`config.mk`:
```
export PLATFORM = sky130hd
export DESIGN_NAME = score_text_ctrl
export DESIGN_NICKNAME = d
export VERILOG_FILES = /design/src/rtl/score_text_ctrl.sv
export SDC_FILE = /design/constraint.sdc
export NUM_CORES = 1
export LEC_CHECK = 0
export CORE_AREA = 5 5 100 102
export CTS_CLUSTER_DIAMETER = 60
export DETAILED_ROUTE_END_ITERATION = 8
export DIE_AREA = 0 0 105 107
export PLACE_DENSITY = 0.76
export SKIP_CTS_REPAIR_TIMING = 1
export SLEW_MARGIN = 40
export SYNTH_ARGS = -nofsm -noshare
export SYNTH_HDL_FRONTEND = slang
export SYNTH_SLANG_ARGS = --single-unit
```
`constraint.sdc`:
```
create_clock -name Clk -period 2 [get_ports Clk]
set_input_delay 0.2 -clock Clk [delete_from_list [all_inputs] [get_ports Clk]]
set_output_delay 0.2 -clock Clk [all_outputs]
set_load 0.05 [all_outputs]
```
`src/rtl/score_text_ctrl.sv`:
```
// score_text_ctrl: "SCORE nnnn" label renderer with double-dabble BCD conversion and a 2-stage font pipeline.
// Define LEADING_ZERO_BLANK_EN to blank leading zero digits d3..d1.
module score_text_ctrl #(
    parameter int X0      = 480,
    parameter int Y0      = 64,
    parameter int SCORE_W = 14
) (
    input  logic               Clk,
    input  logic               Reset_n,
    input  logic [9:0]         DrawX,
    input  logic [9:0]         DrawY,
    input  logic [SCORE_W-1:0] SCORE,
    input  logic               SCORE_LD,
    output logic               BUSY,
    output logic [7:0]         FONT_ADDR,
    input  logic [7:0]         FONT_DATA,
    output logic               TEXT_ON
);
    typedef enum logic [1:0] {IDLE, SHIFT, COMMIT} state_t;
    state_t state;
    logic [SCORE_W-1:0] sh, pend_val;
    logic [15:0] bcd, adj, digits;
    logic [4:0] cnt;
    logic pend;
    logic [6:0] dx;
    logic [3:0] row, slot, code, d3, d2, d1;
    logic in_box, valid1;
    logic [2:0] col1;

    function automatic logic [SCORE_W-1:0] sat(input logic [SCORE_W-1:0] v);
        return (32'(v) > 32'd9999) ? SCORE_W'(32'd9999) : v;
    endfunction

    always_comb begin
        adj = bcd;
        for (int i = 0; i < 4; i++)
            adj[4*i +: 4] = (bcd[4*i +: 4] >= 4'd5) ? bcd[4*i +: 4] + 4'd3 : bcd[4*i +: 4];
    end

    always_ff @(posedge Clk or negedge Reset_n) begin
        if (!Reset_n) begin
            state    <= IDLE;
            sh       <= '0;
            pend_val <= '0;
            bcd      <= '0;
            digits   <= '0;
            cnt      <= '0;
            pend     <= 1'b0;
            BUSY     <= 1'b0;
        end else begin
            case (state)
                IDLE: if (SCORE_LD) begin
                    sh    <= sat(SCORE);
                    bcd   <= '0;
                    cnt   <= '0;
                    BUSY  <= 1'b1;
                    state <= SHIFT;
                end
                SHIFT: begin
                    bcd <= (adj << 1) | 16'(sh[SCORE_W-1]);
                    sh  <= sh << 1;
                    cnt <= cnt + 5'd1;
                    if (cnt == 5'(SCORE_W - 1)) state <= COMMIT;
                    if (SCORE_LD) begin
                        pend     <= 1'b1;
                        pend_val <= SCORE;
                    end
                end
                COMMIT: begin
                    digits <= bcd;
                    // a strobe landing on this cycle beats any older pending value
                    if (pend || SCORE_LD) begin
                        sh    <= sat(SCORE_LD ? SCORE : pend_val);
                        bcd   <= '0;
                        cnt   <= '0;
                        pend  <= 1'b0;
                        state <= SHIFT;
                    end else begin
                        BUSY  <= 1'b0;
                        state <= IDLE;
                    end
                end
                default: state <= IDLE;
            endcase
        end
    end

    assign dx     = 7'(DrawX - 10'(X0));
    assign row    = 4'(DrawY - 10'(Y0));
    assign slot   = dx[6:3];
    assign in_box = DrawX >= 10'(X0) && DrawX < 10'(X0 + 80) && DrawY >= 10'(Y0) && DrawY < 10'(Y0 + 16);

`ifdef LEADING_ZERO_BLANK_EN
    assign d3 = (digits[15:12] == 4'd0) ? 4'hF : digits[15:12];
    assign d2 = (digits[15:8] == 8'd0) ? 4'hF : digits[11:8];
    assign d1 = (digits[15:4] == 12'd0) ? 4'hF : digits[7:4];
`else
    assign d3 = digits[15:12];
    assign d2 = digits[11:8];
    assign d1 = digits[7:4];
`endif

    always_comb begin
        case (slot)
            4'd0:    code = 4'hE;
            4'd1:    code = 4'hA;
            4'd2:    code = 4'hC;
            4'd3:    code = 4'hD;
            4'd4:    code = 4'hB;
            4'd6:    code = d3;
            4'd7:    code = d2;
            4'd8:    code = d1;
            4'd9:    code = digits[3:0];
            default: code = 4'hF;
        endcase
    end

    always_ff @(posedge Clk or negedge Reset_n) begin
        if (!Reset_n) begin
            FONT_ADDR <= 8'hF0;
            valid1    <= 1'b0;
            col1      <= 3'd0;
            TEXT_ON   <= 1'b0;
        end else begin
            FONT_ADDR <= {in_box ? code : 4'hF, row};
            valid1    <= in_box;
            col1      <= dx[2:0];
            TEXT_ON   <= valid1 & FONT_DATA[3'd7 - col1];
        end
    end
endmodule

```
==> results.py <==
metrics = {
    "placed_design": {
        "dp_hpwl_um": 7350,
        "placedInstanceArea_um2": 5290,
        "place_ws_ns": -0.108,
        "port_buffers": 54,
        "gp_congestion": 0.868,
    },
    "clocking": {
        "cts_root_buffer": "clkbuf_8",
        "clk_pin_slew_ns": 0.09,
        "clock-sinks": 82,
        "cts_tree": "built",
        "cts_made_buffers": 9,
        "clk_latency_ns": 0.36,
        "clockBufferDepth": 2,
        "htreeDepth": 3,
    },
    "timing": {
        "post-route-period-util_pct": 95.3,
        "rsz0062_at_grt": "no",
        "fin_crit_ns": 1.91,
        "finClkSkew_ns": 0.00839,
        "setup_viol": 0,
        "timing.final.ws_setup_ns": 0.0939,
        "drv_slew": 0,
        "relSlewSlack_pct": 64.8,
        "worst_pin_slew_ns": 0.526,
        "finalHoldViolations": 0,
        "timing.fmax_ghz": 0.525,
    },
    "floorplan": {
        "core_area_um2": 9020,
        "die_x_um": 105,
        "start_util_pct": 49.8,
        "ioPinCount": 55,
        "die_area_um2": 11200,
        "fp-row-count": 35,
        "die_h_um": 107,
    },
    "run_status": {
        "outcome": "completed",
    },
    "setup_path": {
        "crit_path_max_fanout": 9,
        "cp-start-kind": "flop",
        "path_cells": "inv_1 -> ha_1 -> or3b_1 -> nand3_2 -> buf_4 -> o21ai_1 -> a22o_1",
        "crit_start": "state[0]$_DFFE_PN0P_",
        "crit_path_end_kind": "flop",
        "cpMaxStageDelayCell": "dfrtp_1",
        "cp_slowest_stage_delay_ns": 0.43,
        "crit_type": "flop to flop",
        "r2r-start": "state[0]$_DFFE_PN0P_",
        "required_ns": 2.25,
        "arrival_ns": 2.16,
    },
    "layout": {
        "diodes": 0,
        "final_area_um2": 5520,
        "layout-drive-gt1-share_pct": 19.6,
        "fillCellCount": 772,
        "syn_to_final_growth_pct": 22.9,
        "nNetsFinal": 565,
    },
    "pwr": {
        "p_sw_mw": 1.25,
        "vdd_drop_max_v": 0.000397,
        "leakagePower_nw": 2.35,
        "power.share.sequential_pct": 49.7,
        "power_density_nw_per_um2": 777,
        "clockPowerShare_pct": 29.8,
        "p_comb_share_pct": 20.5,
        "intPower_mw": 3.04,
        "swShare_pct": 29.2,
    },
    "global_routing": {
        "grt_first_pass_wirelength_um": 16800,
        "grt_max_degree": 40,
        "grt.overflow.total": 0,
        "track_usage_pct": 18.1,
        "grt_pass1_vias": 3651,
        "grt_antenna_before_repair": 0,
    },
    "synth": {
        "async_flop_share_pct": 100,
        "syn_avg_cell_area_um2": 10.3,
        "synth_most_common_cell": "dfrtp_1",
        "syn_nets": 497,
        "netlist_area_um2": 4490,
        "synth_edf_count": 0,
        "netlist.area_leader.share_pct": 43.4,
        "synthTopCellsByCount": "dfrtp_1 (78), nand2_1 (34), mux2_2 (32)",
        "synthTopCellsByArea": "dfrtp_1 (43%), mux2_2 (8.0%), ha_1 (4.2%), nand2_1 (2.8%), o22ai_1 (2.5%)",
        "ys_seq_area_share_pct": 45.8,
        "ys_types": 61,
        "synthCells": 437,
        "ys_ff_latch": 82,
        "yosys.area.top_type": "dfrtp_1",
        "yosysWarnings": 0,
        "synth-main-ff-cell": "dfrtp_1",
    },
    "drt": {
        "first_iter_violations": 122,
        "viasPerCell": 5.81,
        "drcViolationCount": 0,
        "vias": 3611,
        "wl_per_cell_um": 15.8,
        "drt-total-wl_um": 9840,
        "drtPass1Iterations": 4,
        "postRouteAntennaNets": 0,
    },
    "worst_hold_path": {
        "hp-class": "primary input to flop",
        "hp-start": "DrawY[1]",
    },
    "job": {
        "maxCapViolations": 0,
    },
}
-- final timing paths --
check                                           to  slack [ns]  cells past startpoint
max                             cnt[3]$_DFFE_PN0P_        0.09                      7
min                         FONT_ADDR[1]$_DFF_PN0_        0.26                      1
max reg2reg                     cnt[3]$_DFFE_PN0P_        0.09                      7
min reg2reg                      TEXT_ON$_DFF_PN0_        0.48                      1
max in group asynchronous  pend_val[8]$_DFFE_PN0P_        1.02                      3
min in group asynchronous       cnt[4]$_DFFE_PN0P_        0.34                      2
-- worst max-delay path, delay by kind of cell, from the launching register on --
kind	cells	cell delay, ns
AOI/OAI and AO/OA	2	0.26
adders and majority gates	1	0.23
buffers and inverters	2	0.31
DFF	1	0.43
and+or+nand+nor	2	0.59
-- flip-flops by register name, summed over array words and instances (netlist names), 2 cells and up --
register	flops
sh	14
FONT_ADDR	8
bcd	16
col1	3
digits	16
pend_val	14
cnt	5
state	2
-- layout by cell type (no fill, tap or decap), types with 7 or more instances in the layout --
cell type,count
dfrtp_1,78
mux2_2,32
nor2_1,16
a21oi_1,18
clkbuf_8,9
ha_1,15
clkdlybuf4s50_1,53
o31ai_1,7
o21ai_1,10
o22ai_1,18
inv_1,20
nand2_1,33
buf_4,26
nand3_1,18
a31oi_1,8
nand2b_1,13
mux2i_1,9
a22o_1,7
o21ai_0,21
-- power groups by stage --
stage	combinational [mW]	clock [mW]	sequential, mW
6_report	0.878	1.28	2.14
5_1_grt	0.982	1.37	2.17
4_1_cts	0.885	1.31	2.13
3_5_place_dp	0.877	0	2.17
3_3_place_gp	0.850	0	2.15
2_1_floorplan	0.601	0	2.11
-- cell families after synthesis --
group | synth area share, %
xor gates and xnor gates | 0.779
muxes | 11.3
buffers and inverters | 4.48
DFF | 45.8
AOI/OAI and AO/OA | 17.4
adders and majority gates | 4.18
and+or+nand+nor | 16.1
-- layout make-up --
class	instances	area (um2)	area share, %
multi-input cells	309	2250	40.7
inverters	20	75.1	1.36
flip-flops and latches	82	2060	37.3
well taps	111	139	2.52
clock inverters	7	85.1	1.54
clock buffers	9	124	2.24
repair buffers	83	796	14.4
-- routing by layer --
metal  vias up  wire length [um]  track usage [%]
li1       1746                 -                -
met1      1746              4440             23.2
met2        99              4740             30.2
met3        20               461             4.03
met4         0               194             6.58
met5         -                 0                0
-- metrics by stage --
stage          utilization (%)  hold slack, ns  TNS (ns)  cells  power [mW]
3_3_place_gp              58.7           0.204    -0.145    604        3.00
6_report                  61.2           0.263         0    621        4.29
2_1_floorplan                -         -0.0956         0    437        2.71
4_1_cts                   61.0          -0.192    -0.140    620        4.33
3_5_place_dp              58.7           0.211    -0.205    604        3.04
5_1_grt                   61.2           0.245         0    621        4.53
(Power assumes the default switching activity.)
